===== src/rtl/cipher_seq_pkg.sv =====
// Shared definitions for the cipher sequencing controller: state encoding,
// default round/timeout parameters and the round-index width.
// Optional build macro affecting users of this package: CTRL_TIMEOUT_EN.
package cipher_seq_pkg;

    localparam int ROUNDS_DEF       = 32;
    localparam int LOAD_TIMEOUT_DEF = 31;
    localparam int IDX_W            = 6;

    typedef enum logic [2:0] {
        ST_IDLE      = 3'd0,
        ST_LOAD_REQ  = 3'd1,
        ST_WAIT_LOAD = 3'd2,
        ST_INIT      = 3'd3,
        ST_RUN       = 3'd4,
        ST_DONE      = 3'd5
    } state_e;

endpackage


===== src/rtl/cipher_seq_wdog.sv =====
// Load watchdog: counts consecutive enabled cycles and raises a terminal-count
// flag on the LIMIT-th one. Only compiled when CTRL_TIMEOUT_EN is defined,
// since the controller instantiates it only in that build.
`ifdef CTRL_TIMEOUT_EN
module cipher_seq_wdog
    import cipher_seq_pkg::*;
#(
    parameter int LIMIT = LOAD_TIMEOUT_DEF
) (
    input  logic clk,
    input  logic reset,
    input  logic clear_i,
    input  logic en_i,
    output logic tc_o
);

    localparam int CNT_W = 8;
    // count_q holds the number of enabled cycles already completed, so the
    // LIMIT-th enabled cycle is the one that sees LIMIT-1.
    localparam logic [CNT_W-1:0] TERM = CNT_W'(LIMIT - 1);

    logic [CNT_W-1:0] count_q;
    logic [CNT_W-1:0] count_d;

    // Next count: clear wins, otherwise advance while enabled and saturate at TERM.
    always_comb begin
        count_d = count_q;
        if (clear_i) begin
            count_d = '0;
        end else if (en_i && (count_q != TERM)) begin
            count_d = count_q + 8'd1;
        end
    end

    // Count register.
    always_ff @(posedge clk) begin
        if (reset) begin
            count_q <= '0;
        end else begin
            count_q <= count_d;
        end
    end

    assign tc_o = en_i && (count_q == TERM);

endmodule
`endif


===== src/rtl/cipher_seq_ctrl.sv =====
// Cipher block sequencer: requests input capture, initialises the core, steps
// it through ROUNDS rounds and holds the result valid until accepted.
// Moore machine: every output is decoded from registered state/counters.
// Build macro CTRL_TIMEOUT_EN adds a WAIT_LOAD watchdog and the sticky err flag;
// without it WAIT_LOAD waits forever and err is constant 0.
module cipher_seq_ctrl
    import cipher_seq_pkg::*;
#(
    parameter int ROUNDS       = ROUNDS_DEF,
    parameter int LOAD_TIMEOUT = LOAD_TIMEOUT_DEF
) (
    input  logic             clk,
    input  logic             reset,
    input  logic             req,
    input  logic             abort,
    input  logic             load_done,
    input  logic             out_ready,
    output logic             load_start,
    output logic             core_init,
    output logic             round_en,
    output logic [IDX_W-1:0] round_idx,
    output logic             busy,
    output logic             out_valid,
    output logic             err
);

    // Reject out-of-range configurations at elaboration.
    if ((ROUNDS < 2) || (ROUNDS > 63) || (LOAD_TIMEOUT < 1) || (LOAD_TIMEOUT > 255)) begin : g_bad_cfg
        $error("cipher_seq_ctrl: ROUNDS must be 2..63 and LOAD_TIMEOUT 1..255");
    end

    localparam logic [IDX_W-1:0] LAST_IDX = IDX_W'(ROUNDS - 1);

    state_e           state_q;
    state_e           state_d;
    logic [IDX_W-1:0] cnt_q;
    logic [IDX_W-1:0] cnt_d;

`ifdef CTRL_TIMEOUT_EN
    logic wdog_tc;
    logic err_q;
    logic err_d;

    // The watchdog only runs while waiting for the capture unit and restarts
    // from zero on every other cycle, so each WAIT_LOAD visit is timed afresh.
    cipher_seq_wdog #(
        .LIMIT (LOAD_TIMEOUT)
    ) u_wdog (
        .clk     (clk),
        .reset   (reset),
        .clear_i (state_q != ST_WAIT_LOAD),
        .en_i    (state_q == ST_WAIT_LOAD),
        .tc_o    (wdog_tc)
    );
`endif

    // State and round-counter registers.
    always_ff @(posedge clk) begin
        if (reset) begin
            state_q <= ST_IDLE;
            cnt_q   <= '0;
        end else begin
            state_q <= state_d;
            cnt_q   <= cnt_d;
        end
    end

    // Next state and next round count; abort overrides every transition.
    always_comb begin
        state_d = state_q;
        // The counter is only non-zero inside RUN, which keeps round_idx and
        // the terminal compare trivially bounded by ROUNDS-1.
        cnt_d   = '0;
        unique case (state_q)
            ST_IDLE: begin
                if (req) state_d = ST_LOAD_REQ;
            end
            ST_LOAD_REQ: begin
                state_d = ST_WAIT_LOAD;
            end
            ST_WAIT_LOAD: begin
                // load_done is only looked at here, so the second cycle of a
                // two-cycle done pulse (seen in INIT) has no effect.
                if (load_done) state_d = ST_INIT;
`ifdef CTRL_TIMEOUT_EN
                else if (wdog_tc) state_d = ST_IDLE;
`endif
            end
            ST_INIT: begin
                state_d = ST_RUN;
            end
            ST_RUN: begin
                if (cnt_q == LAST_IDX) begin
                    state_d = ST_DONE;
                end else begin
                    cnt_d = cnt_q + IDX_W'(1);
                end
            end
            ST_DONE: begin
                if (out_ready) state_d = ST_IDLE;
            end
            default: begin
                state_d = ST_IDLE;
            end
        endcase
        if (abort) begin
            state_d = ST_IDLE;
            cnt_d   = '0;
        end
    end

`ifdef CTRL_TIMEOUT_EN
    // Sticky timeout flag: set when the watchdog forces WAIT_LOAD back to
    // IDLE, cleared as the next block enters LOAD_REQ.
    always_comb begin
        err_d = err_q;
        if ((state_q == ST_WAIT_LOAD) && !load_done && wdog_tc && !abort) begin
            err_d = 1'b1;
        end
        if (state_d == ST_LOAD_REQ) begin
            err_d = 1'b0;
        end
    end

    // Timeout flag register.
    always_ff @(posedge clk) begin
        if (reset) begin
            err_q <= 1'b0;
        end else begin
            err_q <= err_d;
        end
    end

    assign err = err_q;
`else
    assign err = 1'b0;
`endif

    // Output decode from the registered state and counter only.
    always_comb begin
        load_start = 1'b0;
        core_init  = 1'b0;
        round_en   = 1'b0;
        round_idx  = '0;
        out_valid  = 1'b0;
        busy       = (state_q != ST_IDLE);
        case (state_q)
            ST_LOAD_REQ: load_start = 1'b1;
            ST_INIT:     core_init  = 1'b1;
            ST_RUN: begin
                round_en  = 1'b1;
                round_idx = cnt_q;
            end
            ST_DONE:     out_valid  = 1'b1;
            default: ;
        endcase
    end

endmodule


===== config.mk =====
export PLATFORM = sky130hd
export DESIGN_NAME = cipher_seq_ctrl
export DESIGN_NICKNAME = d
export VERILOG_FILES = /design/src/rtl/cipher_seq_pkg.sv /design/src/rtl/cipher_seq_wdog.sv /design/src/rtl/cipher_seq_ctrl.sv
export SDC_FILE = /design/constraint.sdc
export NUM_CORES = 1
export LEC_CHECK = 0
export ABC_AREA = 0
export CORE_AREA = 2 2 39 41
export CTS_BUF_LIST = sky130_fd_sc_hd__clkbuf_4 sky130_fd_sc_hd__clkbuf_8
export DETAILED_ROUTE_END_ITERATION = 12
export DIE_AREA = 0 0 41 43
export PLACE_DENSITY = 0.69
export SYNTH_ARGS = -nofsm -noshare
export SYNTH_HDL_FRONTEND = slang
export SYNTH_HIERARCHICAL = 1
export SYNTH_SLANG_ARGS = --single-unit

===== constraint.sdc =====
create_clock -name clk -period 2.6 [get_ports clk]
set_input_delay 0.78 -clock clk [delete_from_list [all_inputs] [get_ports clk]]
set_output_delay 0.78 -clock clk [all_outputs]
set_load 0.005 [all_outputs]

* Word level (Yosys, flattened, before mapping)
Index checks and enable logic that the tools add are counted.
** Storage, ports and cells
- Register bits after elaboration :: 9
- Input port bits :: 6
- Output and inout bits :: 12
- Word-level logic and storage cells :: 29
** Cells by class
- $add $sub $neg :: 1
- Eq/ne operators :: 10
- Mux-type cells :: 10
- Bitwise logic cells :: 1
- Reductions and logical operators :: 5
** Operator list (number)
- 3-bit case mux with 6 select lines :: 1
- 3-bit two-way mux :: 4
- 2-bit inequality test, second input constant :: 4
- 6-bit by 1-bit adder with 6-bit output, second input constant :: 1
- 3-bit by 2-bit equality test with 1-bit output, second input constant :: 2
- 3-bit equality test, second input constant :: 2
- 6-bit by 5-bit equality test with 1-bit output, second input constant :: 1
- 6-bit two-way mux :: 1
- 1-bit two-way mux :: 4
- 4-bit AND reduction :: 1
- 4-bit OR reduction :: 1
- 3-bit by 1-bit equality test with 1-bit output, second input constant :: 1
- 3-bit zero test :: 1
- 3-bit nonzero test :: 1
- 2-bit OR reduction :: 1
- 1-bit inverter :: 1

* Depth between registers and ports, before layout
- Depth after elaboration :: 3
- Gate-level depth with buffers :: 4
- Depth with buffers taken out :: 4

* Least setup slack after synthesis
Ideal clock, no wire load.
- Kind :: reg2out
- Start point :: register state_q[0]
- End point :: output port round_idx[0]
- Arrival :: 985 ps
- Path slack :: 835 ps
- Cell stages (with the launch flop) :: 4
- Path through :: dfxtp_1 buf_2 nor3b_4 and2_2
** On the way
- Word-level cells in the longest chain between the ends :: 2
** RTL lines
- from (decl) :: line cipher_seq_ctrl.sv:34 : state_e state_q;
- from (signal assigned) :: line cipher_seq_ctrl.sv:63 : state_q <= state_d;
- 3-bit equality test :: line cipher_seq_ctrl.sv:147 : case (state_q)
- 6-bit two-way mux :: line cipher_seq_ctrl.sv:147
- to (decl) :: line cipher_seq_ctrl.sv:21 : output logic [IDX_W-1:0] round_idx,
Every way passes these cells.

* Worst setup path after layout
- Start point :: register state_q[2]
- End point :: output port round_idx[1]
The elaborated chain is that of the path after synthesis.

==> results.yml <==
cts:
  post_cts_resize_count: 0
  clk_path_buf_depth: 2
  clk_pin_slew_ns: 0.07
  hold_buffers: 0
  cts_buffers: 3
  h-tree-depth: 1
  post_cts_buffers: 0
  clockRootBuffer: "clkbuf_4"
  clk_latency_ns: 0.26
  clock-sinks: 9
  cts_tree: "done"
synthesis:
  synthAdderAreaFrac: 0.0242
  synth.avg_cell_area_um2: 9.23
  synthMuxAreaShare: 0.0194
  synthSimpleGateAreaFrac: 0.370
  async_reset_ff_frac: 0
  yosysTopAreaCellShare: 0.349
  yosysWarnings: 6
  synth_top_family_by_area: "simple AND/OR/NAND/NOR gates"
  seq_area_frac_synth: 0.349
  synth_compound_area_frac: 0.116
  synth_top_cell_by_area: "dfxtp_1"
  synth_ff_type: "dfxtp_1"
  synth.area.top_cells: "dfxtp_1, and2_2, nor2_1"
  syn-cell-area_um2: 517
  syn_inst: 56
  synth_cell_types: 31
  syn-num-nets: 63
  synth_edf_count: 0
  ys_ff_latch: 9
  synth_xor_area_frac: 0.0678
worst_setup_path:
  endpoint_kind: "output port"
  worstPathRequired_ns: 1.82
  rrSetupSlack_ns: 1.31
  startpoint_type: "flop"
  cp.arrival_ns: 1.74
  path_max_fanout: 9
  crit_type: "reg -> out"
global_routing:
  grt_pass1_vias: 325
  busiest_layer: "met1"
  antenna_found_initial: 0
  grt_overflow: 0
  grtUsageMet3: 0.0157
  grt_pass1_wl_mm: 1.37
  use_met1: 0.170
  grt_max_degree: 10
  use_met2: 0.138
  track_usage: 0.121
sta:
  min_period_ns: 2.52
  maxSlewViolCount: 0
  final_hold_viol_count: 0
  setup_viol: 0
  min_period_over_period: 0.971
  fin_skew_ns: 0.00403
  clock.fmax_mhz: 396
  holdWs_ns: 0.469
  setup-tns-final_ns: 0
layout:
  antenna_cells: 0
  nets: 83
  area_growth_syn_to_layout_pct: 39.7
  final_cell_mix: "clkdlybuf4s50_1, dfxtp_1, nor2_1, and2_2, clkbuf_4"
  final_common_cell: "clkdlybuf4s50_1"
  drive_above_1_share: 0.280
  fillers: 127
run_status:
  status: "finished, final reports clean"
route:
  wire_per_inst_um: 10.3
  drt_iter0_drc: 12
  route.detailed.drc: 0
  vias_per_cell: 4.51
  wl_um: 937
  ant_nets: 0
  dr.pass1.iters: 4
  vias: 410
power_and_ir_drop:
  p_leak_nw: 0.258
  powerDensity_mw_per_mm2: 394
  ir_drop_mv: 0.217
die:
  io_pins: 18
  core_mm2: 0.00138
  num_rows: 14
  die_area_mm2: 0.00176
  die_x_um: 41
  fp.dieH_um: 43
  start_util: 0.373
placed_design:
  port_buffers: 16
  gp_congestion: 0.715
hold_path:
  hold_path_class: "reg -> reg"
job:
  maxCapViolations: 0
==> flip-flops by register name, indices dropped and copies added (netlist names) <==
signal   count
state_q      3
cnt_q        6
==> power breakdown <==
part / total (mW) / internal, mW / switching (mW) / leakage [nW]
Combinational: 0.0199 / 0.0137 / 0.00624 / 0.167
Clock: 0.123 / 0.0697 / 0.0532 / 0.0184
Sequential: 0.142 / 0.139 / 0.00280 / 0.0726
Total: 0.285 / 0.222 / 0.0623 / 0.258
==> final cells by class <==
| class | count | area, µm² | share of cell area |
|---|---|---|---|
| clock buffer | 4 | 30.0 | 0.0416 |
| tap | 16 | 20.0 | 0.0277 |
| inverter | 1 | 3.75 | 0.00520 |
| multi-input combinational | 43 | 313 | 0.433 |
| sequential | 9 | 180 | 0.250 |
| timing repair buffer | 18 | 175 | 0.243 |
==> kinds of logic after synthesis <==
logic type | Yosys count
AND/OR/NAND/NOR | 30
flip-flops | 9
AO/OA/AOI/OAI | 6
XOR/XNOR | 4
buffers and inverters | 4
adder cells (fa/ha/maj) | 1
other | 1
multiplexers | 1
==> path summary, 6_finish.rpt <==
path              start            to  depth (start not counted)
max          state_q[2]  round_idx[1]                          4
min            cnt_q[0]      cnt_q[0]                          1
max reg2reg    cnt_q[0]    state_q[0]                          4
min reg2reg    cnt_q[0]      cnt_q[0]                          1
==> cell usage after synthesis, types with 2 or more instances <==
| cell | count |
|---|---|
| buf_4 | 2 |
| xor2_1 | 2 |
| nand3_1 | 2 |
| xnor2_1 | 2 |
| and2_2 | 7 |
| dfxtp_1 | 9 |
| nor2_1 | 7 |
| nand2_1 | 2 |
==> per-stage QoR <==
step | setup WS [ns] | util | area, µm² | instances | total power [mW]
after CTS | 0.000441 | 0.511 | 707 | 89 | 0.288
after global placement | 0.331 | 0.489 | 677 | 85 | 0.165
final | 0.0766 | 0.522 | 722 | 91 | 0.285
after floorplan | 0.835 | - | 517 | 56 | 0.154
after global routing | -0.00851 | 0.522 | 722 | 91 | 0.296
after detailed placement | 0.293 | 0.489 | 677 | 85 | 0.165
==> worst max-delay path, stage by stage (launching register included) <==
cell and delay (ns):
dfxtp_1 0.44, nor3b_4 0.23, buf_4 0.18, and2_2 0.15
clkdlybuf4s50_1 0.49
==> per-layer routing <==
metal | vias to the layer above | wire length (µm)
li1 | 225 | -
met1 | 172 | 467
met2 | 11 | 410
met3 | 2 | 36
met4 | 0 | 22
met5 | - | 0
No activity file was read; power rests on OpenSTA's default activity.
==> RTL change 1, RTL diff (same flow settings) <==
The package constant `IDX_W` goes from 6 to 5.
--- a/src/rtl/cipher_seq_pkg.sv
+++ b/src/rtl/cipher_seq_pkg.sv
@@ -7,3 +7,3 @@
     localparam int LOAD_TIMEOUT_DEF = 31;
-    localparam int IDX_W            = 6;
+    localparam int IDX_W            = 5;
 
Interface: changed (resized round_idx); port bits go from 18 to 17. No check against the original RTL was run, so the function may have changed too.
==> RTL change 1 against the original RTL <==
- synthesized area is 19% lower
- register-to-register slack worse by 280 ps
- routed wire length is 34% lower
- setup slack better by 120 ps
- global-route usage is 2.8 points lower
- via count is 18% lower
- synthesized cell count is 20% lower
- critical path depth stayed put
- sequential cell count is 1 lower
- sequential power is 11% lower
- cell area is 16% lower
- total power is 18% lower
- cell count is 14% lower
- largest power group unchanged
==> RTL change 1: results (changes against the original RTL) <==
metric,value,unit,change
Syn Inst Count,45,,-20%
Syn Nets,53,,-16%
leakage power,0.2505,nW,-2.8%
DR pass1 iterations,2,,-2
Placed Area,584.3,µm²,-14%
skew final,2.538,ps,-1.488 ps
met2 WL,317,µm,-23%
"worst slack, placed",430.8,ps,+137.8 ps
DRT iter0 DRCs,1,,-11
clk slew on worst S/H paths,50,ps,-20 ps
placed cell count,75,,-12%
largest net degree at the start of global routing,11,,+1
worst endpoint data arrival time,1620,ps,-120 ps
Synth area leaders,"dfxtp_1 (38%), and2_2 (11%), ha_1 (6.0%)",,
routability cong.,0.6989,,-2.2%
register area share after synthesis,38.21,%,+3.3 points
Vias/cell,4.308,,-4.4%
fill cell count,148,,+17%
Largest regs,"cnt_q (5), state_q (3)",,
status,finished clean,,
final net count,72,,-13%
vias in the first global route,293,,-9.8%
Clock Latency Late Sink,240,ps,-20 ps
Worst Path Max Fanout,6,,-3
gr usage total,9.274,%,-2.8 points
routed wl met3,25,µm,-31%
Met1 Wirelength,275,µm,-41%
## RTL change 1: final cells by class
type / instances / area share (%)
Clock buffer: 3 / 3.711
Multi-Input combinational cell: 35 / 40.62
Sequential cell: 8 / 26.39
Tap cell: 16 / 3.299
Timing Repair Buffer: 16 / 25.98
## RTL change 1: cells by family (layout without fill, tap and decap cells)
kind of cell,count (synthesis),count (layout),synth area share (%)
buffers and inverters,2,19,2.985
DFF,8,8,38.21
xor gates and xnor gates,3,3,6.270
and+or+nand+nor,25,25,39.11
AOI/OAI and AO/OA,3,3,4.180
other,1,1,0.8947
muxes,1,1,2.388
adders and majority gates,2,2,5.969
## RTL change 1: routing by layer
layer,global-route usage [%],vias up
met5,0,-
met4,4.000,0
met3,3.141,0
met2,12.50,8
met1,13.03,142
li1,-,186
## RTL change 1: final timing paths
check                          start                  end  slack, ps  depth (start not counted)
min reg2reg      cnt_q[0]$_SDFF_PP0_  cnt_q[0]$_SDFF_PP0_        470                          1
max reg2reg      cnt_q[0]$_SDFF_PP0_  cnt_q[2]$_SDFF_PP0_       1030                          6
max          state_q[2]$_SDFFE_PP0P_         round_idx[0]        200                          4
min              cnt_q[0]$_SDFF_PP0_  cnt_q[0]$_SDFF_PP0_        470                          1
## RTL change 1: report_power, final
group,switching [mW],internal (mW)
logic,0.00535,0.0138
registers,0.00218,0.124
clock network,0.0355,0.0524
total,0.0430,0.190
==> RTL change 2, RTL diff (same settings) <==
Made on the original files. The 6 states of `state_e` get a Gray code encoding in 3 bits.
--- a/src/rtl/cipher_seq_pkg.sv
+++ b/src/rtl/cipher_seq_pkg.sv
@@ -10,8 +10,8 @@
     typedef enum logic [2:0] {
-        ST_IDLE      = 3'd0,
-        ST_LOAD_REQ  = 3'd1,
-        ST_WAIT_LOAD = 3'd2,
-        ST_INIT      = 3'd3,
-        ST_RUN       = 3'd4,
-        ST_DONE      = 3'd5
+        ST_IDLE      = 3'b000,
+        ST_LOAD_REQ  = 3'b001,
+        ST_WAIT_LOAD = 3'b011,
+        ST_INIT      = 3'b010,
+        ST_RUN       = 3'b110,
+        ST_DONE      = 3'b111
     } state_e;
Behaviour: same outputs for any inputs over 10 cycles, from zero or initial values; not proved beyond that.
==> RTL change 2 against the original RTL <==
- cell area decreased by 4.3%
- clock power decreased by 7%
- count of clock-buffer cells in the layout unchanged
- cell count unchanged
- sequential cell count unchanged
- synthesized area decreased by 1.5%
- fmax increased by 1.3%
- total power decreased by 0.43%
- setup slack improved by 33 ps
- routed wire length increased by 9.2%
- largest power group unchanged
- highest routed layer unchanged
==> RTL change 2: results (changes against the original RTL) <==
metric,value,unit,change
HPWL after detailed placement,766.2,µm,
DRT iter0 DRCs,1,,-11
layout cell share with drive strength beyond 1,14.67,%,-13 points
slowest CP cell,dfxtp_1,,
clk slew on worst S/H paths,60,ps,
leakage power,0.2525,nW,-2.0%
DR pass1 iterations,2,,-2
CTS Buf Count,3,,unchanged
largest net degree at the start of global routing,12,,+2
first-pass GRT wire length,1738,µm,+27%
register area share after synthesis,35.38,%,+0.51 points
peak supply drop,0.0002803,V,+29%
Longest Clk Path Bufs,2,,unchanged
vias in the first global route,435,,+34%
gr usage total,14.52,%,+2.4 points
I/O Buffers,16,,unchanged
WL per Instance,11.24,µm,+9.2%
Worst Path Max Fanout,11,,+2
Post-synth ARST share,0,%,unchanged
Sw Ratio,20.22,%,-1.7 points
fill cell count,145,,+14%
H-Tree Depth,1,,unchanged
reg2reg setup slack,1350,ps,+40 ps
post-CTS sizing,0,,unchanged
Clk pwr share,40.7,%,-2.5 points
routability cong.,0.7036,,-1.6%
capturing point of the worst reg2reg path,cnt_q[3]$_SDFF_PP0_,,
via count,462,,+13%
Syn Nets,66,,+4.8%
Yosys warning count,6,,unchanged
postcts setup bufs,0,,unchanged
most common library cells after synthesis,"dfxtp_1 (9), and2_1 (6), nor2_1 (6)",,
root buffer cell,clkbuf_4,,
Comb power frac,9.0,%,+2.0 points
Placed Area,660.6,µm²,-2.4%
post-synth cell types,34,,+9.7%
Setup crit end,round_idx[2],,
skew final,4.010,ps,-0.01493 ps
Max Cap Viol,0,,unchanged
critical path startpoint,state_q[1]$_SDFFE_PP0P_,,
hold wc startpoint,cnt_q[0]$_SDFF_PP0_,,
status,finished clean,,
Synth area leaders,"dfxtp_1 (35%), and2_1 (7.4%), nor2_1 (4.4%)",,
worst hold path type,flop to flop,,
[RTL change 2: area by class of cell]
| cell class | count | area, µm² | area share, % |
|---|---|---|---|
| timing repair buffer | 16 | 160.2 | 23.19 |
| multi-input combinational | 44 | 292.8 | 42.39 |
| clock buffer | 4 | 30.03 | 4.348 |
| inverter | 2 | 7.507 | 1.087 |
| tap | 16 | 20.02 | 2.899 |
| sequential | 9 | 180.2 | 26.09 |
[RTL change 2: cells by family (layout without fill, tap and decap cells)]
| family | Yosys count | in the layout | synth area share [%] |
|---|---|---|---|
| adder cells (fa/ha/maj) | 1 | 1 | 2.457 |
| other | 1 | 1 | 0.7364 |
| AND/OR/NAND/NOR | 30 | 30 | 34.16 |
| AO/OA/AOI/OAI | 9 | 9 | 14.99 |
| XOR/XNOR | 3 | 3 | 5.161 |
| flip-flops | 9 | 9 | 35.38 |
| buffers and inverters | 6 | 22 | 7.124 |
[RTL change 2: critical path, delay by kind of cell (launching register included)]
kind / cells / cell delay [ps]
simple gates: 2 / 310
buf+inv: 2 / 640
flops: 1 / 500
[RTL change 2: through the flow]
stage | std cells | hold slack [ps] | setup WS, ps | power, mW | util [%]
finish | 91 | 464.2 | 109.4 | 0.2833 | 49.91
global placement | 87 | 446.2 | 432.1 | 0.1710 | 47.74
CTS | 91 | 473.9 | 109.7 | 0.2896 | 49.91
floorplan | 59 | 425.6 | 937.8 | 0.1577 | -
detailed placement | 87 | 457.9 | 405.3 | 0.1711 | 47.74
global route | 91 | 524.0 | 24.33 | 0.2958 | 49.91
[RTL change 2: layer usage]
metal	share of wire [%]	track usage, %	routed length (µm)	vias to the layer above
li1	-	-	-	236
met1	45	16.61	457	206
met2	46	22.50	470	16
met3	6.8	3.141	70	4
met4	2.4	10.00	25	0
met5	0	0	0	-
